--- src/rtl/uart_mmio_pkg.sv ---
// Register offsets and STATUS/CTRL bit positions for the UART MMIO front end.
package uart_mmio_pkg;

  localparam logic [3:0] UART_DATA   = 4'h0;
  localparam logic [3:0] UART_STATUS = 4'h4;
  localparam logic [3:0] UART_CTRL   = 4'h8;

  localparam int unsigned ST_RX_NONEMPTY  = 0;
  localparam int unsigned ST_TX_NOT_FULL  = 1;
  localparam int unsigned ST_TX_EMPTY     = 2;
  localparam int unsigned ST_RX_OVR       = 3;
  localparam int unsigned ST_TX_OVF       = 4;
  localparam int unsigned ST_RX_COUNT_LSB = 8;
  localparam int unsigned ST_TX_COUNT_LSB = 16;
  localparam int unsigned STATUS_W        = 24;

  localparam int unsigned CTRL_FLUSH_RX  = 0;
  localparam int unsigned CTRL_FLUSH_TX  = 1;
  localparam int unsigned CTRL_CLR_FLAGS = 2;

endpackage

--- src/rtl/sync_fifo.sv ---
// Single-clock show-ahead FIFO; flush overrides push and pop, push on full succeeds only alongside a pop.
module sync_fifo #(
  parameter int unsigned WIDTH = 8,
  parameter int unsigned DEPTH = 16
) (
  input  logic                     clk_i,
  input  logic                     rst_i,
  input  logic                     push_i,
  input  logic [WIDTH-1:0]         data_i,
  input  logic                     pop_i,
  input  logic                     flush_i,
  output logic                     full_o,
  output logic                     empty_o,
  output logic [$clog2(DEPTH):0]   count_o,
  output logic [WIDTH-1:0]         head_o
);

  localparam int unsigned AW = $clog2(DEPTH);
  localparam int unsigned CW = AW + 1;

  logic [WIDTH-1:0] mem_q [DEPTH];
  logic [AW-1:0]    wr_ptr_q, wr_ptr_d, rd_ptr_q, rd_ptr_d;
  logic [CW-1:0]    count_q, count_d;
  logic             do_push, do_pop;

  assign full_o  = (count_q == CW'(DEPTH));
  assign empty_o = (count_q == '0);
  assign count_o = count_q;
  assign head_o  = empty_o ? '0 : mem_q[rd_ptr_q];

  assign do_pop  = pop_i & ~empty_o;
  assign do_push = push_i & (~full_o | do_pop);

  always_comb begin
    wr_ptr_d = wr_ptr_q;
    rd_ptr_d = rd_ptr_q;
    count_d  = count_q;
    if (flush_i) begin
      wr_ptr_d = '0;
      rd_ptr_d = '0;
      count_d  = '0;
    end else begin
      if (do_push) wr_ptr_d = wr_ptr_q + AW'(1);
      if (do_pop)  rd_ptr_d = rd_ptr_q + AW'(1);
      count_d = count_q + CW'(do_push) - CW'(do_pop);
    end
  end

  always_ff @(posedge clk_i or posedge rst_i) begin
    if (rst_i) begin
      wr_ptr_q <= '0;
      rd_ptr_q <= '0;
      count_q  <= '0;
    end else begin
      wr_ptr_q <= wr_ptr_d;
      rd_ptr_q <= rd_ptr_d;
      count_q  <= count_d;
    end
  end

  // Storage needs no reset: head is masked while the FIFO is empty.
  always_ff @(posedge clk_i) begin
    if (do_push && !flush_i) mem_q[wr_ptr_q] <= data_i;
  end

endmodule

--- src/rtl/uart_mmio_fifo.sv ---
// MMIO DATA/STATUS/CTRL front end for the UART with TX and RX byte FIFOs and sticky error flags.
module uart_mmio_fifo
  import uart_mmio_pkg::*;
#(
  parameter int unsigned XLEN       = 32,
  parameter int unsigned FIFO_DEPTH = 16
) (
  input  logic            i_clk,
  input  logic            i_rst,
  input  logic [XLEN-1:0] i_uart_addr,
  input  logic            i_uart_write,
  input  logic            i_uart_read,
  input  logic [3:0]      i_uart_size,
  input  logic [XLEN-1:0] i_uart_din,
  output logic [XLEN-1:0] o_uart_dout,
  output logic [7:0]      o_tx_data,
  output logic            o_tx_valid,
  input  logic            i_tx_ready,
  input  logic [7:0]      i_rx_data,
  input  logic            i_rx_valid
);

  localparam int unsigned CW = $clog2(FIFO_DEPTH) + 1;

  logic [3:0]          addr;
  logic                wr_data, wr_ctrl, rd_data;
  logic                rx_flush, tx_flush, clr_flags;
  logic                rx_pop, tx_pop;
  logic                rx_full, rx_empty, tx_full, tx_empty;
  logic [CW-1:0]       rx_count, tx_count;
  logic [7:0]          rx_head;
  logic [STATUS_W-1:0] status_c;
  logic                rx_ovr_q, rx_ovr_d, tx_ovf_q, tx_ovf_d;
  logic [XLEN-1:0]     dout_q, dout_d;
  logic                unused_c;

  assign unused_c = ^{i_uart_size, i_uart_addr[XLEN-1:4], i_uart_din[XLEN-1:8]};

  assign addr      = i_uart_addr[3:0];
  assign wr_data   = i_uart_write & (addr == UART_DATA);
  assign wr_ctrl   = i_uart_write & (addr == UART_CTRL);
  assign rd_data   = i_uart_read  & (addr == UART_DATA);
  assign rx_flush  = wr_ctrl & i_uart_din[CTRL_FLUSH_RX];
  assign tx_flush  = wr_ctrl & i_uart_din[CTRL_FLUSH_TX];
  assign clr_flags = wr_ctrl & i_uart_din[CTRL_CLR_FLAGS];
  assign rx_pop    = rd_data & ~rx_empty;
  assign o_tx_valid = ~tx_empty;
  assign tx_pop    = o_tx_valid & i_tx_ready;

  sync_fifo #(.WIDTH(8), .DEPTH(FIFO_DEPTH)) u_rx_fifo (
    .clk_i   (i_clk),
    .rst_i   (i_rst),
    .push_i  (i_rx_valid),
    .data_i  (i_rx_data),
    .pop_i   (rx_pop),
    .flush_i (rx_flush),
    .full_o  (rx_full),
    .empty_o (rx_empty),
    .count_o (rx_count),
    .head_o  (rx_head)
  );

  sync_fifo #(.WIDTH(8), .DEPTH(FIFO_DEPTH)) u_tx_fifo (
    .clk_i   (i_clk),
    .rst_i   (i_rst),
    .push_i  (wr_data),
    .data_i  (i_uart_din[7:0]),
    .pop_i   (tx_pop),
    .flush_i (tx_flush),
    .full_o  (tx_full),
    .empty_o (tx_empty),
    .count_o (tx_count),
    .head_o  (o_tx_data)
  );

  always_comb begin
    status_c = '0;
    status_c[ST_RX_NONEMPTY] = ~rx_empty;
    status_c[ST_TX_NOT_FULL] = ~tx_full;
    status_c[ST_TX_EMPTY]    = tx_empty;
    status_c[ST_RX_OVR]      = rx_ovr_q;
    status_c[ST_TX_OVF]      = tx_ovf_q;
    status_c[ST_RX_COUNT_LSB +: 8] = 8'(rx_count);
    status_c[ST_TX_COUNT_LSB +: 8] = 8'(tx_count);
  end

  // A drop only counts when no pop frees a slot and no flush discards the byte; a new drop beats a clear.
  always_comb begin
    rx_ovr_d = (rx_ovr_q & ~clr_flags) | (i_rx_valid & rx_full & ~rx_pop & ~rx_flush);
    tx_ovf_d = (tx_ovf_q & ~clr_flags) | (wr_data & tx_full & ~tx_pop & ~tx_flush);
  end

  always_comb begin
    dout_d = dout_q;
    if (i_uart_read) begin
      case (addr)
        UART_DATA:   dout_d = XLEN'(rx_head);
        UART_STATUS: dout_d = XLEN'(status_c);
        default:     dout_d = '0;
      endcase
    end
  end

  always_ff @(posedge i_clk or posedge i_rst) begin
    if (i_rst) begin
      dout_q   <= '0;
      rx_ovr_q <= 1'b0;
      tx_ovf_q <= 1'b0;
    end else begin
      dout_q   <= dout_d;
      rx_ovr_q <= rx_ovr_d;
      tx_ovf_q <= tx_ovf_d;
    end
  end

  assign o_uart_dout = dout_q;

endmodule

--- config.mk ---
export PLATFORM = sky130hd
export DESIGN_NAME = uart_mmio_fifo
export DESIGN_NICKNAME = d
export VERILOG_FILES = /design/src/rtl/uart_mmio_pkg.sv /design/src/rtl/sync_fifo.sv /design/src/rtl/uart_mmio_fifo.sv
export SDC_FILE = /design/constraint.sdc
export NUM_CORES = 1
export LEC_CHECK = 0
export CAP_MARGIN = 20
export CORE_UTILIZATION = 51
export DETAILED_ROUTE_END_ITERATION = 8
export GPL_TIMING_DRIVEN = 1
export HOLD_SLACK_MARGIN = 0.06
export PLACE_DENSITY = 0.8
export SYNTH_ARGS = -nofsm -noshare
export SYNTH_HDL_FRONTEND = slang
export SYNTH_SLANG_ARGS = --single-unit
--- constraint.sdc ---
create_clock -name i_clk -period 2.75 [get_ports i_clk]
set_input_delay 0.55 -clock i_clk [delete_from_list [all_inputs] [get_ports i_clk]]
set_output_delay 0.55 -clock i_clk [all_outputs]
set_load 0.03 [all_outputs]
* Word level (Yosys, flattened, before mapping) *
Memories as Yosys holds them, arrays and structs flattened.
Index checks and enable logic that the tools add are counted.
W data, S select, Z words.

word-level totals
  register bits after elaboration = 60
  bits in writable memories = 256
  bits of input ports = 82
  logic and storage cells = 84
  memories kept = 2

operators by class
  add/sub/neg operators = 8
  equality and inequality tests = 4
  muxes and demuxes = 17
  bitwise logic cells = 33
  reduce and logical (&&, ||, !) cells = 11

memory list
  name             depth  width  read ports  clocked after memory_dff  wr ports  RTL line         source
  u_rx_fifo.mem_q  16     8      1           0                         1         sync_fifo.sv:21  logic [WIDTH-1:0] mem_q [DEPTH];
  u_tx_fifo.mem_q  16     8      1           0                         1         sync_fifo.sv:21

operators by type and width
  cell                   count
  $pmux W21 S2           1
  $mux W4                8
  $and A1 B1 Y1          20
  $add A4 B1 Y4 const B  4
  $mux W8                2
  $add A5 B1 Y5          2
  $eq A5 B5 Y1 const B   2
  $logic_not A5 Y1       2
  $mux W5                2
  $sub A5 B1 Y5          2
  $not A1 Y1             9
  $reduce_bool A2 Y1     4
  $eq A4 B3 Y1 const B   1
  $eq A4 B4 Y1 const B   1
  $logic_not A4 Y1       1
  $mux W1                4
  $or A1 B1 Y1           4
  $logic_and A1 B1 Y1    2
  $logic_not A1 Y1       2

* Depth between registers and ports, before layout *
Gate-level depths: netlist of run 1.

  depth in word-level cells = 9
  mapped depth = 15

* Hierarchy *
Synthesis of run 1 repeated with hierarchy kept, for this count alone.

unflattened totals
  cells, all modules = 708
  area, all modules = 12,904.9 um^2

by module, submodules not included
  module          instances  cells each  area each (um^2)
  sync_fifo       2          312         5,965.7
  uart_mmio_fifo  1          84          973.4

* Worst setup path before layout of run 1 *
No wires, ideal clock.

  kind = register to register
  start point = reg u_tx_fifo.count_q[3], in the netlist u_tx_fifo.count_o[3]
  end point = reg u_tx_fifo.count_q[4], in the netlist u_tx_fifo.count_o[4]
  library setup time = 0.136 ns
  arrival = 2.981 ns
  data required time = 2.614 ns
  path slack = -0.367 ns
  cell stages (with the launch flop) = 16
  clock period less this slack = 3.117 ns
  cell sequence = dfrtp_1 -> inv_1 -> ha_1 -> or4b_2 -> clkbuf_1 -> nand2_1 -> inv_1 -> ha_1 -> inv_1 -> ha_1 -> inv_1 -> fa_1 -> nor2b_1 -> o21bai_1 -> a21oi_1 -> nor3b_1

between the ends
  cells in the longest elaborated chain, start to end = 9
  elaborated cells between the ends (all ways) = 11

ends and longest elaborated chain
  what                            RTL line              source
  start: declaration              sync_fifo.sv:23       logic [CW-1:0] count_q, count_d;
  start signal: assignment        sync_fifo.sv:57       count_q <= count_d;
  $logic_not A5 Y1 (*)            sync_fifo.sv:27       assign empty_o = (count_q == '0);
  $not A1 Y1 (*)                  uart_mmio_fifo.sv:47  assign o_tx_valid = ~tx_empty;
  named net o_tx_valid            uart_mmio_fifo.sv:17  output logic o_tx_valid,
  $and A1 B1 Y1                   uart_mmio_fifo.sv:48  assign tx_pop = o_tx_valid & i_tx_ready;
  $and A1 B1 Y1 (*)               sync_fifo.sv:31       assign do_pop = pop_i & ~empty_o;
  $or A1 B1 Y1                    sync_fifo.sv:32       assign do_push = push_i & (~full_o | do_pop);
  $and A1 B1 Y1                   sync_fifo.sv:32
  $add A5 B1 Y5                   sync_fifo.sv:45       count_d = count_q + CW'(do_push) - CW'(do_pop);
  $sub A5 B1 Y5 (*)               sync_fifo.sv:45
  $mux W5 (*)                     sync_fifo.sv:38       if (flush_i) begin
  named net u_tx_fifo.count_d[4]  sync_fifo.sv:23

The timed path passes the listed nets; every way through them passes the cells marked *.
A chain may end at the register's enable or synchronous reset.

* Worst setup path after layout of run 1 *
  start point = reg u_tx_fifo.rd_ptr_q[0]
  end point = out o_tx_data[0]

between the ends
  cells in the longest elaborated chain, start to end = 2

ends and longest elaborated chain
  what                      RTL line              source
  start: declaration        sync_fifo.sv:22       logic [AW-1:0] wr_ptr_q, wr_ptr_d, rd_ptr_q, rd_ptr_d;
  start signal: assignment  sync_fifo.sv:56       rd_ptr_q <= rd_ptr_d;
  $mem_v2 Z16 W8            n/a
  $mux W8                   sync_fifo.sv:29       assign head_o = empty_o ? '0 : mem_q[rd_ptr_q];
  end: declaration          uart_mmio_fifo.sv:16  output logic [7:0] o_tx_data,

Every way passes these cells.

==> run metrics, run 1 <==
width of the chip 159 um; post-detailed-routing wire length 27,600 um; TritonCTS clock tree done; transition at the pin with the smallest max-transition slack 0.792 ns; nature of the critical path startpoint flip-flop; detailed-placement wirelength estimate 17,500 um; synth unique cells 52; number of warning messages in the yosys log 0; maximum level of the CTS H-tree 1; worst setup path class reg2out; Syn Std Cell Area 12,600 um^2; cell type with the largest total area after synthesis sky130_fd_sc_hd__edfxtp_1; number of buffers created by CTS 30; cell total after placement 1,167; Async S/R FF share, synth 0.152; maximum net fanout on the critical path 5; worst endpoint required time 2.20 ns; fraction of power spent switching nets 0.303; insertion delay to the later sink of the worst-skew pair 0.55 ns; final standard cell count with taps included and fillers excluded 1,236; # port buffers 52; GPL Wtd Cong 0.808; multi-input gate area in the final layout 3620 um^2; routed wirelength normalized by instance count 22.4 um; worst hold path type in2async; Syn Area/Cell 17.0 um^2; clock share of power 0.287; CTS clk-pin slew, worst paths 0.06 ns; overall routing resource usage 0.223; Synth area leaders sky130_fd_sc_hd__edfxtp_1, sky130_fd_sc_hd__dfrtp_1, sky130_fd_sc_hd__mux4_2, sky130_fd_sc_hd__mux2i_1, sky130_fd_sc_hd__ha_1; Worst EP arrival 2.32 ns; vertical extent of the die 159 um; count of mapped cells out of synthesis 740; initial antenna violation count 0; most numerous cell on the critical path sky130_fd_sc_hd__buf_12; ANT cells 0; worst hold slack after final layout 0.475 ns; sequential fraction of design power 0.387; timing-limited maximum frequency 0.349 GHz; net switching power figure 0.00444 W; hold-fix buffers at CTS 0; number of optimization iterations in the first detailed-route pass 5; Root Buffer sky130_fd_sc_hd__clkbuf_16; total via count in the routed design 7,105; count of flip-flops with a built-in enable after synthesis 256; Worst Path Buf+Inv 3; internal power consumption 0.0102 W; fin worst setup slack -0.117 ns; top-count cell post-synth sky130_fd_sc_hd__edfxtp_1; number of maximum-capacitance constraint violations 0; post-synthesis to final-layout area growth 24.0%; final global-route overflow total 0; vias in the first global route 7,401; area of the placeable core 24,200 um^2; failing checks setup timing; static leakage power 5.59 nW; Std-Cell Rows 57; post-synth top area share 0.612; drt first-iter violations 503; slowest cell on the critical path sky130_fd_sc_hd__mux4_2; critical path cell sequence buf_12 -> buf_12 -> mux4_2 -> mux2i_2 -> o22ai_2 -> buf_6; Period Utilization, post-route 1.04; share of post-route cells with drive strength above 1 0.274; Power Dens Cells 939 nW/um^2; Most used DFF post-synth sky130_fd_sc_hd__edfxtp_1; category of the worst setup path capture point output port; drc violations 0; sequential share of the synthesized area 0.703; largest net degree at the start of global routing 47; wire length of the first global-routing pass 42,600 um; combinational group share of total power 0.327; starting density of the core 0.518; count of state elements after synthesis 302; worst clock skew 0.0215 ns; final critical-path required period 2.87 ns; Final Max Slew Viols 0; gate family responsible for the most delay along the worst path multiplexers; Total Die Area 25,300 um^2; final-stage net count 994; RSZ-0062 raised after global routing true; Final Hold Violating Endpoints 0; maximum vdd drop 0.684 mV; delay of the slowest cell on the worst path 0.52 ns; Routed Antenna Nets 0; routed via count divided by cell count 5.75; footprint of the flip-flops and latches 8840 um^2; Clock Tree Buf Depth 3; status finished, violations left; number of filler instances in the final layout 1,660; setup-violating endpoint count in the final report 8; commonest cells in the synthesized netlist sky130_fd_sc_hd__edfxtp_1, sky130_fd_sc_hd__mux4_2, sky130_fd_sc_hd__dfrtp_1; CTS sink count 302; max-slew headroom at the worst pin 0.472; I/O pin total 123
[placed cells by master, fill, tap and decap left out, types with 4 or more instances in the layout]
master / count
sky130_fd_sc_hd__o211ai_1: 5
sky130_fd_sc_hd__a22oi_1: 13
sky130_fd_sc_hd__edfxtp_1: 256
sky130_fd_sc_hd__clkinv_1: 10
sky130_fd_sc_hd__mux2i_4: 4
sky130_fd_sc_hd__nor2_1: 32
sky130_fd_sc_hd__conb_1: 14
sky130_fd_sc_hd__nand3_1: 25
sky130_fd_sc_hd__ha_1: 18
sky130_fd_sc_hd__mux4_2: 51
sky130_fd_sc_hd__buf_12: 19
sky130_fd_sc_hd__nor3_1: 5
sky130_fd_sc_hd__clkdlybuf4s50_1: 41
sky130_fd_sc_hd__o22ai_2: 6
sky130_fd_sc_hd__a21oi_1: 12
sky130_fd_sc_hd__xnor2_1: 5
sky130_fd_sc_hd__inv_2: 5
sky130_fd_sc_hd__a31oi_1: 4
sky130_fd_sc_hd__nor2b_1: 8
sky130_fd_sc_hd__inv_1: 28
sky130_fd_sc_hd__and3_1: 4
sky130_fd_sc_hd__nand2_1: 15
sky130_fd_sc_hd__a22o_1: 14
sky130_fd_sc_hd__o21ai_0: 10
sky130_fd_sc_hd__dfrtp_1: 44
sky130_fd_sc_hd__buf_4: 79
sky130_fd_sc_hd__mux2i_1: 34
sky130_fd_sc_hd__clkbuf_16: 31
sky130_fd_sc_hd__clkinv_2: 4
sky130_fd_sc_hd__buf_6: 8
sky130_fd_sc_hd__nor4_1: 6
sky130_fd_sc_hd__xor2_1: 5
sky130_fd_sc_hd__bufinv_16: 5
sky130_fd_sc_hd__mux2i_2: 4
sky130_fd_sc_hd__and2_1: 21
[per-layer routing]
metal  share of wire  global-route usage
met4           0.040              0.0948
met3           0.057              0.0333
met5               0                   0
met1            0.39               0.283
met2            0.51               0.386
[worst paths after layout]
path	to	slack (ns)	startpoint	cells past startpoint
worst max register to register	u_tx_fifo.count_o[4]	0.01	u_tx_fifo.count_o[2]	15
max in group asynchronous	u_tx_fifo.rd_ptr_q[0]	1.83	i_rst	3
worst max-delay path	o_tx_data[0]	-0.12	u_tx_fifo.rd_ptr_q[0]	6
worst min-delay path	o_uart_dout[18]	0.47	i_rst	3
min in group i_clk	o_uart_dout[19]	0.51	o_uart_dout[19]	1
worst min register to register	o_uart_dout[19]	0.51	o_uart_dout[19]	1
[final cells by class]
type | instances | share of cell area
Clock buffer | 34 | 0.0505
Clock inverter | 22 | 0.0151
Inverter | 35 | 0.00859
Multi-Input combinational cell | 366 | 0.232
Sequential cell | 302 | 0.567
Tap cell | 324 | 0.0260
Timing Repair Buffer | 153 | 0.101
[worst register-to-register path, stage by stage (launching register included)]
cell	delay (ns)
sky130_fd_sc_hd__dfrtp_1	0.38
sky130_fd_sc_hd__inv_2	0.09
sky130_fd_sc_hd__ha_4	0.13
sky130_fd_sc_hd__or4b_4	0.48
sky130_fd_sc_hd__buf_6	0.14
sky130_fd_sc_hd__nand2_4	0.05
sky130_fd_sc_hd__inv_2	0.05
sky130_fd_sc_hd__ha_4	0.24
sky130_fd_sc_hd__inv_4	0.05
sky130_fd_sc_hd__ha_4	0.13
sky130_fd_sc_hd__inv_2	0.04
sky130_fd_sc_hd__fa_2	0.39
sky130_fd_sc_hd__nor2b_2	0.14
sky130_fd_sc_hd__o21bai_1	0.09
sky130_fd_sc_hd__a21oi_1	0.16
sky130_fd_sc_hd__nor3b_2	0.06
[sequential cells by signal, indices dropped and copies added, names as in the netlist]
name / cells
tx_ovf_q: 1
u_rx_fifo.wr_ptr_q: 4
u_tx_fifo.rd_ptr_q: 4
u_rx_fifo.mem_q: 128
o_uart_dout: 18
u_rx_fifo.rd_ptr_q: 4
u_tx_fifo.count_o: 5
rx_ovr_q: 1
u_tx_fifo.mem_q: 128
u_rx_fifo.count_o: 5
u_tx_fifo.wr_ptr_q: 4
[logic make-up after synthesis]
group	Yosys count	synth area share
flops	302	0.703
simple gates	145	0.0640
mux	95	0.127
buf+inv	85	0.0312
compound gates	78	0.0428
fa+ha+maj	24	0.0251
xor+xnor	10	0.00697
other cells	1	0.000298
[power groups by stage]
| stage | Clock (W) | Sequential [W] | Combinational (W) |
|---|---|---|---|
| finish | 0.00420 | 0.00566 | 0.00478 |
| floorplan | 0 | 0.00564 | 0.00275 |
| global route | 0.00444 | 0.00571 | 0.00513 |
| global placement | 0 | 0.00573 | 0.00389 |
| CTS | 0.00423 | 0.00566 | 0.00460 |
| detailed placement | 0 | 0.00575 | 0.00401 |
[through the flow]
step,power [W],setup TNS [ns],instance area [um^2],worst slack [ns],util
finish,0.0146,-0.468,15600,-0.117,0.643
global route,0.0153,-1.20,15600,-0.184,0.643
detailed placement,0.00976,-63.02,14200,-0.693,0.584
floorplan,0.00840,-4.59,12700,-0.138,-
global placement,0.00962,-55.00,14200,-0.559,0.584
CTS,0.0145,-0.666,15500,-0.135,0.638
[repair_timing]
action,4_1_cts,5_1_grt
pin swaps,3,6
gates cloned,2,0
resized for setup,40,22
setup endpoints to repair,11,12
setup buffers,6,5
Note: power is estimated with default switching activity, not from simulation.
==> run 2: changes to the inputs <==
--- a/config.mk
+++ b/config.mk
@@ -5,12 +5,13 @@
 export SDC_FILE = /design/constraint.sdc
 export NUM_CORES = 1
 export LEC_CHECK = 0
+export ABC_AREA = 1
 export CAP_MARGIN = 20
-export CORE_UTILIZATION = 51
+export CORE_UTILIZATION = 52
 export DETAILED_ROUTE_END_ITERATION = 8
 export GPL_TIMING_DRIVEN = 1
 export HOLD_SLACK_MARGIN = 0.06
-export PLACE_DENSITY = 0.8
+export PLACE_DENSITY = 0.81
 export SYNTH_ARGS = -nofsm -noshare
 export SYNTH_HDL_FRONTEND = slang
 export SYNTH_SLANG_ARGS = --single-unit
==> run 2 against run 1 <==
The run still ends with setup timing left. Combinational power increased by 2%. Utilization decreased by 1.7 points. Power decreased by 1.7%. Area after synthesis increased by 5.0%. Cell count increased by 34%. First-iteration DRC count increased by 120%. Critical path depth unchanged. Clock skew increased by 0.0052 ns.
==> run metrics, run 2 <==
area of the placeable core 24,600 um^2 (+1.5%); global-route layer with the greatest usage met2; slowest cell on the critical path sky130_fd_sc_hd__dfrtp_2; count of state elements after synthesis 302 (unchanged); TritonCTS clock tree done; Final Max Slew Viols 0 (unchanged); final global-route overflow total 0 (unchanged); maximum net fanout on the critical path 25 (+20); width of the chip 161 um (+1.5%); sequential share of the synthesized area 0.669 (-0.0336); Power Dens Cells 935 nW/um^2 (-0.45%); maximum vdd drop 0.921 mV (+35%); category of the worst setup path capture point output port; initial antenna violation count 0 (unchanged); Overall Power 0.0144 W (-1.7%); # port buffers 52 (unchanged); Total Die Area 26,000 um^2 (+3.0%); most frequent standard cell in the layout excluding fill and tap cells sky130_fd_sc_hd__nand2_1; transition at the pin with the smallest max-transition slack 0.741 ns (-0.0514 ns); Root Buffer sky130_fd_sc_hd__clkbuf_16; most frequent cells in the layout sky130_fd_sc_hd__nand2_1, sky130_fd_sc_hd__edfxtp_1, sky130_fd_sc_hd__nor2_1; post-detailed-routing wire length 30,200 um (+9.3%); Clock Tree Buf Depth 3 (unchanged); Worst EP arrival 2.28 ns (-0.04 ns); timing-limited maximum frequency 0.353 GHz (+1.2%); CTS sink count 302 (unchanged); commonest cells in the synthesized netlist sky130_fd_sc_hd__nand2_1, sky130_fd_sc_hd__edfxtp_1, sky130_fd_sc_hd__nor2_1; number of maximum-capacitance constraint violations 0 (unchanged); ANT cells 0 (unchanged); final-stage net count 1,421 (+43%); grt met2 use 0.373 (-0.0123); final critical-path required period 2.83 ns (-0.0354 ns); Syn Std Cell Area 13,200 um^2 (+5.0%); post-synth top area share 0.582 (-0.0293); Std-Cell Rows 57 (unchanged); critical path cell sequence buf_12 -> o21ai_0 -> nor2_1 -> o31ai_2 -> a21oi_1 -> buf_4; Post-Route Setup TNS -0.308 ns (+0.160 ns); count of mapped cells out of synthesis 1,218 (+65%); detailed-placement wirelength estimate 18,400 um (+5.0%); share of post-route cells with drive strength above 1 0.128 (-0.146); worst clock skew 0.0266 ns (+0.00515 ns); maximum level of the CTS H-tree 1 (unchanged); status finished, violations left; top-count cell post-synth sky130_fd_sc_hd__nand2_1; Period Utilization, post-route 1.03 (-0.0129); overall routing resource usage 0.230 (+0.00725); worst hold path type in2async; Most used DFF post-synth sky130_fd_sc_hd__edfxtp_1; vias in the first global route 8,768 (+18%); number of optimization iterations in the first detailed-route pass 8 (+3); Post-Place Worst Slack -0.257 ns (+0.436 ns); met1 Resource Use GR 0.324 (+0.0409); routed via count divided by cell count 5.54 (-3.7%); drc violations 0 (unchanged); vertical extent of the die 161 um (+1.5%); post-synthesis to final-layout area growth 16.6%; number of warning messages in the yosys log 0 (unchanged); Worst Path Buf+Inv 2 (-1); count of flip-flops with a built-in enable after synthesis 256 (unchanged); nature of the critical path startpoint flip-flop; insertion delay to the later sink of the worst-skew pair 0.56 ns (about the same); failing checks setup timing; Routed Antenna Nets 0 (unchanged); number of filler instances in the final layout 1,789 (+7.8%); max-slew headroom at the worst pin 0.505 (+0.0327); wire length of the first global-routing pass 46,600 um (+9.3%); delay of the slowest cell on the worst path 0.53 ns (about the same); RSZ-0062 raised after global routing true; static leakage power 6.12 nW (+9.6%); number of buffers created by CTS 29 (-3.3%); CTS clk-pin slew, worst paths 0.06 ns (about the same); Async S/R FF share, synth 0.152 (unchanged); fin worst setup slack -0.0819 ns (+0.0354 ns); Syn Area/Cell 10.8 um^2 (-36%); worst setup path class reg2out; synth unique cells 36 (-31%); cell type with the largest total area after synthesis sky130_fd_sc_hd__edfxtp_1; gate family responsible for the most delay along the worst path compound AO/OA/AOI/OAI gates; starting density of the core 0.537 (+0.0182); Synth area leaders sky130_fd_sc_hd__edfxtp_1, sky130_fd_sc_hd__dfrtp_1, sky130_fd_sc_hd__nand2_1, sky130_fd_sc_hd__nand3_1, sky130_fd_sc_hd__nor2_1; worst endpoint required time 2.20 ns (about the same); drt first-iter violations 1,130 (+120%); I/O pin total 123 (unchanged); global routing usage on met3 0.0290 (-0.00432); setup-violating endpoint count in the final report 8 (unchanged); Final Hold Violating Endpoints 0 (unchanged); GPL Wtd Cong 0.861 (+6.6%); largest net degree at the start of global routing 72 (+53%); routed wirelength normalized by instance count 18.2 um (-19%); total via count in the routed design 9,191 (+29%)
-- run 2: path summary, 6_finish.rpt --
check,start,endpoint,slack [ns],cells after the start
max,u_tx_fifo.rd_ptr_q[0],o_tx_data[0],-0.08,6
min,i_rst,u_tx_fifo.count_o[2],0.27,2
max reg2reg,u_rx_fifo.count_o[3],u_rx_fifo.count_o[4],0.22,17
min reg2reg,rx_ovr_q,rx_ovr_q,0.49,2
max in group asynchronous,i_rst,u_rx_fifo.rd_ptr_q[0],1.85,3
min in group i_clk,rx_ovr_q,rx_ovr_q,0.49,2
-- run 2: cells by family after synthesis --
kind of cell,synth area share
xor gates and xnor gates,0.00265
AOI/OAI and AO/OA,0.0713
DFF,0.669
other,0.000284
and+or+nand+nor,0.168
adders and majority gates,0.0239
buffers and inverters,0.0647
-- run 2: what timing repair did --
| item | 4_1_cts | 5_1_grt |
|---|---|---|
| buffers inserted | 3 | 0 |
| resized for setup | 19 | 30 |
| cloned | 2 | 1 |
| pin swaps | 1 | 9 |
| hold buffers | 0 | 0 |
| endpoints found under the setup margin | 9 | 10 |
-- run 2: area by class of cell --
| type | instances | area [um^2] | share of cell area |
|---|---|---|---|
| sequential | 302 | 8840 | 0.574 |
| multi-input combinational | 747 | 3680 | 0.239 |
| timing repair buffer | 120 | 1120 | 0.0726 |
| tap | 324 | 405 | 0.0263 |
| clock buffer | 35 | 748 | 0.0486 |
| timing repair inverter | 1 | 6.26 | 0.000406 |
| inverter | 114 | 444 | 0.0288 |
| clock inverter | 17 | 155 | 0.0101 |
-- run 2: per-layer routing --
| layer | routed length [um] | vias up | share of wire |
|---|---|---|---|
| li1 | - | 4296 | - |
| met1 | 12300 | 4344 | 0.41 |
| met2 | 14500 | 489 | 0.48 |
| met3 | 2660 | 62 | 0.088 |
| met5 | 0 | - | 0 |
| met4 | 725 | 0 | 0.024 |
-- run 2: metrics by stage --
| step | area [um^2] | utilization | hold WS [ns] | instances |
|---|---|---|---|---|
| 4_1_cts | 15300 | 0.621 | 0.259 | 1659 |
| 5_1_grt | 15400 | 0.626 | 0.296 | 1660 |
| 3_5_place_dp | 14300 | 0.580 | 0.472 | 1602 |
| 2_1_floorplan | 13300 | - | 0.449 | 1231 |
| 6_report | 15400 | 0.626 | 0.274 | 1660 |
| 3_3_place_gp | 14300 | 0.580 | 0.474 | 1602 |
-- run 2: where the power goes --
part / internal, W / switching, W
clock network: 0.00220 / 0.00162
logic: 0.00166 / 0.00323
registers: 0.00536 / 0.000329
